<file path="config.mk">
export PLATFORM = sky130hd
export DESIGN_NAME = riscv_mem
export DESIGN_NICKNAME = d
export VERILOG_FILES = /design/src/rtl/riscv_mem_pkg.sv /design/src/rtl/riscv_load_align.sv /design/src/rtl/riscv_mem.sv
export SDC_FILE = /design/constraint.sdc
export NUM_CORES = 1
export LEC_CHECK = 0
export CAP_MARGIN = 20
export CORE_MARGIN = 4
export CORE_UTILIZATION = 40
export DETAILED_ROUTE_END_ITERATION = 7
export HOLD_SLACK_MARGIN = 0.1
export PLACE_DENSITY = 0.76
export SYNTH_ARGS = -nofsm -noshare
export SYNTH_HDL_FRONTEND = slang
export SYNTH_SLANG_ARGS = --single-unit
export TNS_END_PERCENT = 5
</file>
<file path="constraint.sdc">
create_clock -name i_clk -period 1.7 [get_ports i_clk]
set_input_delay 0.34 -clock i_clk [delete_from_list [all_inputs] [get_ports i_clk]]
set_output_delay 0.34 -clock i_clk [all_outputs]
set_load 0.02 [all_outputs]
</file>
<file path="src/rtl/riscv_mem_pkg.sv">
// Shared constants, FSM encoding and access-geometry helpers for the memory stage.
package riscv_mem_pkg;

    localparam int XLEN = 32;

    localparam logic [2:0] FUNCT3_LOAD_LB  = 3'b000;
    localparam logic [2:0] FUNCT3_LOAD_LH  = 3'b001;
    localparam logic [2:0] FUNCT3_LOAD_LW  = 3'b010;
    localparam logic [2:0] FUNCT3_LOAD_LBU = 3'b100;
    localparam logic [2:0] FUNCT3_LOAD_LHU = 3'b101;

    localparam logic [2:0] FUNCT3_STORE_SB = 3'b000;
    localparam logic [2:0] FUNCT3_STORE_SH = 3'b001;
    localparam logic [2:0] FUNCT3_STORE_SW = 3'b010;

    typedef enum logic [1:0] {
        MEM_IDLE = 2'd0,
        MEM_REQ  = 2'd1,
        MEM_WAIT = 2'd2,
        MEM_DONE = 2'd3
    } mem_state_e;

    typedef enum logic [1:0] {
        SIZE_B = 2'd0,
        SIZE_H = 2'd1,
        SIZE_W = 2'd2
    } mem_size_e;

    // Size comes from funct3[1:0]; the unused encodings fall back to a word.
    function automatic mem_size_e access_size(input logic [2:0] funct3);
        case (funct3[1:0])
            FUNCT3_STORE_SB[1:0]: return SIZE_B;
            FUNCT3_STORE_SH[1:0]: return SIZE_H;
            default:              return SIZE_W;
        endcase
    endfunction

    function automatic logic is_misaligned(input mem_size_e size, input logic [1:0] offset);
        case (size)
            SIZE_B:  return 1'b0;
            SIZE_H:  return offset[0];
            default: return |offset;
        endcase
    endfunction

    function automatic logic [3:0] byte_enables(input mem_size_e size, input logic [1:0] offset);
        case (size)
            SIZE_B:  return 4'b0001 << offset;
            SIZE_H:  return 4'b0011 << offset;
            default: return 4'b1111;
        endcase
    endfunction

    // Replicate the store data across every lane so the byte enables pick the right one.
    function automatic logic [XLEN-1:0] store_lanes(input mem_size_e size, input logic [XLEN-1:0] data);
        case (size)
            SIZE_B:  return {4{data[7:0]}};
            SIZE_H:  return {2{data[15:0]}};
            default: return data;
        endcase
    endfunction

endpackage

</file>
<file path="src/rtl/riscv_load_align.sv">
// Combinational load extractor: selects the addressed byte/half of a bus word
// and sign- or zero-extends it according to funct3.
module riscv_load_align
    import riscv_mem_pkg::*;
(
    input  logic [XLEN-1:0] rdata,
    input  logic [1:0]      offset,
    input  logic [2:0]      funct3,
    output logic [XLEN-1:0] data
);

    logic [7:0]  sel_byte;
    logic [15:0] sel_half;

    // Lane select followed by extension; unknown funct3 returns the whole word.
    always_comb begin
        sel_byte = rdata[{offset, 3'b000} +: 8];
        sel_half = offset[1] ? rdata[31:16] : rdata[15:0];
        case (funct3)
            FUNCT3_LOAD_LB:  data = {{24{sel_byte[7]}}, sel_byte};
            FUNCT3_LOAD_LBU: data = {24'b0, sel_byte};
            FUNCT3_LOAD_LH:  data = {{16{sel_half[15]}}, sel_half};
            FUNCT3_LOAD_LHU: data = {16'b0, sel_half};
            default:         data = rdata;
        endcase
    end

endmodule

</file>
<file path="src/rtl/riscv_mem.sv">
// Memory-access stage: runs one request/grant/response bus transaction per
// aligned load/store, stalls the pipeline meanwhile and formats load data.
//
// Bus handshake: o_dmem_req is held high with addr/we/be/wdata stable until a
// cycle where i_dmem_gnt is high; that cycle completes the request. For loads,
// i_dmem_rvalid is a single-cycle strobe, only looked at after the grant, and
// it carries i_dmem_rdata in that same cycle.
module riscv_mem
    import riscv_mem_pkg::*;
#(
    parameter int BUS_TIMEOUT = 255
) (
    input  logic            i_clk,
    input  logic            i_rstn,
    input  logic            i_mem_ctrl_mem_read,
    input  logic            i_mem_ctrl_mem_write,
    input  logic [2:0]      i_mem_funct3,
    input  logic [XLEN-1:0] i_mem_alu_result,
    input  logic [XLEN-1:0] i_mem_write_data,
    output logic            o_dmem_req,
    output logic            o_dmem_we,
    output logic [XLEN-1:0] o_dmem_addr,
    output logic [XLEN-1:0] o_dmem_wdata,
    output logic [3:0]      o_dmem_be,
    input  logic            i_dmem_gnt,
    input  logic            i_dmem_rvalid,
    input  logic [XLEN-1:0] i_dmem_rdata,
    output logic [XLEN-1:0] o_mem_rd_data,
    output logic            o_mem_stall,
    output logic            o_mem_misaligned,
    output logic            o_mem_bus_err,
    output logic [1:0]      o_dbg_state
);

    localparam int CNT_W = (BUS_TIMEOUT < 1) ? 1 : $clog2(BUS_TIMEOUT + 1);
    localparam logic [CNT_W-1:0] TMO_LAST = CNT_W'(BUS_TIMEOUT);

    mem_state_e      state;
    logic [CNT_W-1:0] tmo_cnt;
    logic [1:0]      offset_q;
    logic [2:0]      funct3_q;
    logic            access;
    mem_size_e       cur_size;
    logic [XLEN-1:0] load_data;

    assign access           = i_mem_ctrl_mem_read | i_mem_ctrl_mem_write;
    assign cur_size         = access_size(i_mem_funct3);
    assign o_mem_misaligned = access & is_misaligned(cur_size, i_mem_alu_result[1:0]);
    assign o_dbg_state      = state;

    riscv_load_align u_load_align (
        .rdata  (i_dmem_rdata),
        .offset (offset_q),
        .funct3 (funct3_q),
        .data   (load_data)
    );

    // Stall while an aligned access waits to start or is on the bus; DONE releases it.
    always_comb begin
        case (state)
            MEM_IDLE: o_mem_stall = access & ~o_mem_misaligned;
            MEM_REQ:  o_mem_stall = 1'b1;
            MEM_WAIT: o_mem_stall = 1'b1;
            default:  o_mem_stall = 1'b0;
        endcase
    end

    // Transaction FSM with registered bus outputs, load result and timeout.
    always_ff @(posedge i_clk or negedge i_rstn) begin
        if (!i_rstn) begin
            state         <= MEM_IDLE;
            tmo_cnt       <= '0;
            o_dmem_req    <= 1'b0;
            o_dmem_we     <= 1'b0;
            o_dmem_addr   <= '0;
            o_dmem_wdata  <= '0;
            o_dmem_be     <= 4'b0000;
            offset_q      <= 2'b00;
            funct3_q      <= 3'b000;
            o_mem_rd_data <= '0;
            o_mem_bus_err <= 1'b0;
        end else begin
            o_mem_bus_err <= 1'b0;
            case (state)
                MEM_IDLE: begin
                    if (access && !o_mem_misaligned) begin
                        o_dmem_req   <= 1'b1;
                        o_dmem_we    <= i_mem_ctrl_mem_write;
                        o_dmem_addr  <= {i_mem_alu_result[XLEN-1:2], 2'b00};
                        o_dmem_be    <= byte_enables(cur_size, i_mem_alu_result[1:0]);
                        o_dmem_wdata <= store_lanes(cur_size, i_mem_write_data);
                        offset_q     <= i_mem_alu_result[1:0];
                        funct3_q     <= i_mem_funct3;
                        tmo_cnt      <= '0;
                        state        <= MEM_REQ;
                    end
                end
                MEM_REQ, MEM_WAIT: begin
                    // The timeout wins over any grant or response arriving in the same cycle.
                    if (tmo_cnt == TMO_LAST) begin
                        o_dmem_req    <= 1'b0;
                        o_mem_bus_err <= 1'b1;
                        o_mem_rd_data <= '0;
                        state         <= MEM_DONE;
                    end else begin
                        tmo_cnt <= tmo_cnt + 1'b1;
                        if (state == MEM_REQ) begin
                            if (i_dmem_gnt) begin
                                o_dmem_req <= 1'b0;
                                state      <= o_dmem_we ? MEM_DONE : MEM_WAIT;
                            end
                        end else if (i_dmem_rvalid) begin
                            o_mem_rd_data <= load_data;
                            state         <= MEM_DONE;
                        end
                    end
                end
                default: begin
                    state <= MEM_IDLE;
                end
            endcase
        end
    end

endmodule

</file>
==> results_dict.tcl <==
set metrics [dict create \
    p_int_mw 10.1 \
    netlist_top_cells_area "dfrtp_1 53%, mux2_2 9.5%, mux2i_1 5.9%" \
    drc 0 \
    drtAntennaViolNets 0 \
    finClkSkew_ps 5.39 \
    cp-end-kind "output pin" \
    grt_max_degree 40 \
    wire_per_inst_um 18.2 \
    synthTopCellsByCount "116 x dfrtp_1, 52 x o21ai_0, 46 x mux2_2, 41 x nand2_1, 32 x mux2i_1" \
    port_buffers 209 \
    fp.dieArea_um2 15500 \
    totalPowerFinal_mw 16.4 \
    setup_viol 23 \
    rsz0062_at_grt "true" \
    clkPwrFrac_pct 21.1 \
    fin_crit_sh_pct 105 \
    grt_pass1_vias 5247 \
    synth_warnings 0 \
    power_switching_mw 6.30 \
    root_buffer "clkbuf_16" \
    worst_pin_slew_ps 540 \
    cts_num_sinks 116 \
    max_stage_delay_ps 380 \
    p_comb_share_pct 49.9 \
    die_w_um 125 \
    ios 212 \
    p_leak_nw 4.08 \
    synthArstFlopShare_pct 100 \
    setup_slack_ps -82.9 \
    arrival_ps 1440 \
    syn-instance-count 482 \
    slew_headroom_pct 63.9 \
    drv_slew 0 \
    clockBufferDepth 2 \
    overflow 0 \
    grt_usage_pct 21.6 \
    timing.hold.ws_ps 357 \
    wirelength_mm 16.8 \
    h-tree-depth 4 \
    ir_drop_uv 1050 \
    ys_seq_area_share_pct 53.4 \
    cts_tree "done" \
    first_pass_iters 4 \
    critPathLaunchType "flip-flop" \
    dpl.hpwl_mm 12.2 \
    place_congestion 0.845 \
    die_y_um 125 \
    initial_utilization_pct 40.9 \
    hold_violations 0 \
    ys_types 57 \
    final_area_um2 8770 \
    maxCapViolations 0 \
    dpl_cell_area_um2 8110 \
    antenna_found_initial 2 \
    clock_latency_ps 410 \
    syn_area_per_cell_um2 11.3 \
    cts_made_buffers 17 \
    viasPerCell 5.33 \
    critical_path_class "flip-flop to output pin" \
    crit_slowest_cell "dfrtp_2" \
    rows 42 \
    core-area_um2 13300 \
    hold_path_class "input port to flip-flop" \
    ys_ff_latch 116 \
    drtIter0Drc 316 \
    synth-main-ff-cell "dfrtp_1" \
    vias 4922 \
    synth_edf_count 0 \
    min_period_ps 1780 \
    cp_data_required_time_ps 1360 \
    yosys.cell_count.top_type "dfrtp_1" \
    violations "negative setup slack" \
    powerDensity_nw_per_um2 1870 \
    layout.nets 846 \
    fmax_mhz 561 \
    area_growth_pct 61.2 \
    crit_fanout 4 \
    grt_pass1_wl_mm 26.9 \
    crit_path_cell_trace "inv_2 > ha_4 > inv_4 > a21oi_4 > buf_6" \
    netlist_area_um2 5440 \
    post-synth-top-area-cell "dfrtp_1" \
    pwr-share-seq_pct 29.0 \
    drive_above_1_share_pct 24.4 \
    synth_top_area_share_pct 53.4 \
    clkTransAtPathRegs_ps 50 \
    status "finished, violations left" \
    swShare_pct 38.3 \
    fillerInstances 1064 \
]
[final timing paths]
check / from / end / slack (ps) / cells after the start
worst max-delay path: o_dbg_state[0] / o_mem_stall / -80 / 5
worst min-delay path: i_mem_ctrl_mem_write / o_dmem_we / 360 / 3
worst max register to register: o_dbg_state[0] / o_mem_rd_data[26] / -70 / 7
worst min register to register: o_dmem_wdata[10] / o_dmem_wdata[10] / 470 / 2
max in group asynchronous: i_rstn / o_dmem_wdata[26] / 750 / 3
min in group asynchronous: i_rstn / o_mem_rd_data[6] / 410 / 2
[what timing repair did]
action                                  in CTS  in global routing
gates cloned                                 1                  0
pin swaps                                   30                  4
setup buffers                                0                  2
resized for setup                          145                 21
endpoints found under the setup margin     191                 67
endpoints found under the hold margin       23                  0
hold buffers                                 1                  0
[cells by family after synthesis]
family | count (synthesis) | synth area share (%)
AOI/OAI and AO/OA | 135 | 17.0
DFF | 116 | 53.4
and+or+nand+nor | 107 | 9.69
muxes | 78 | 15.4
buffers and inverters | 41 | 3.52
adders and majority gates | 4 | 0.920
other | 1 | 0.0690
[flip-flops by register name (all words and copies together), names as in the netlist, 2 cells and up]
register	cells
o_dmem_wdata	32
funct3_q	3
offset_q	2
tmo_cnt	8
o_dmem_be	4
o_dbg_state	2
o_dmem_addr	30
o_mem_rd_data	32
[cells in the final DEF (no fill, tap or decap), types with 7 or more instances in the layout]
cell / Yosys / routed
dfrtp_1: 116 / 114
dlygate4sd2_1: 0 / 106
clkdlybuf4s50_1: 0 / 98
mux2_2: 46 / 46
o21ai_0: 52 / 44
buf_4: 2 / 44
nand2_1: 41 / 39
mux2i_1: 32 / 32
nor2_1: 21 / 21
a21oi_1: 22 / 21
clkbuf_16: 0 / 17
a221o_2: 10 / 10
a221o_1: 9 / 9
and2_1: 8 / 8
o21ai_1: 1 / 8
inv_1: 10 / 7
buf_6: 2 / 7
[per-layer routing]
metal	global-route usage, %	share of wire, %	vias to the layer above
met5	0	0.042	-
met3	10.7	10	33
met2	35.8	48	195
li1	-	-	2292
met1	23.9	39	2400
met4	8.06	2.2	2
[stage by stage]
stage | std cells | setup slack, ps | util, % | TNS [ps]
2_1_floorplan | 483 | -86.1 | - | -1190
3_3_place_gp | 890 | -647 | 61.0 | -41990
3_5_place_dp | 890 | -715 | 61.0 | -48270
4_1_cts | 921 | -116 | 65.2 | -1010
5_1_grt | 923 | -139 | 65.9 | -3480
6_report | 924 | -82.9 | 65.9 | -1130
[final cells by class]
cell class	instances	area, um^2	share of cell area (%)
antenna	1	2.50	0.0285
clock buffer	24	492	5.61
clock inverter	5	75.1	0.856
inverter	10	40.0	0.457
multi-input combinational	326	2510	28.6
sequential	116	2910	33.1
tap	176	220	2.51
timing repair buffer	266	2520	28.8
[power by group through the flow]
stage / Combinational [mW] / Clock (mW) / Sequential, mW
after floorplan: 3.15 / 0 / 6.20
after global placement: 8.43 / 0 / 4.76
after detailed placement: 8.59 / 0 / 4.83
after CTS: 8.01 / 3.53 / 4.76
after global routing: 8.81 / 3.68 / 4.93
final: 8.19 / 3.47 / 4.76
[critical path: cells and delay by family, from the launching register on]
family                     cells  cell delay, ps
AOI/OAI and AO/OA              1             130
DFF                            1             380
buffers and inverters          3             230
adders and majority gates      1             290
Note: power is estimated with default switching activity, not from simulation.
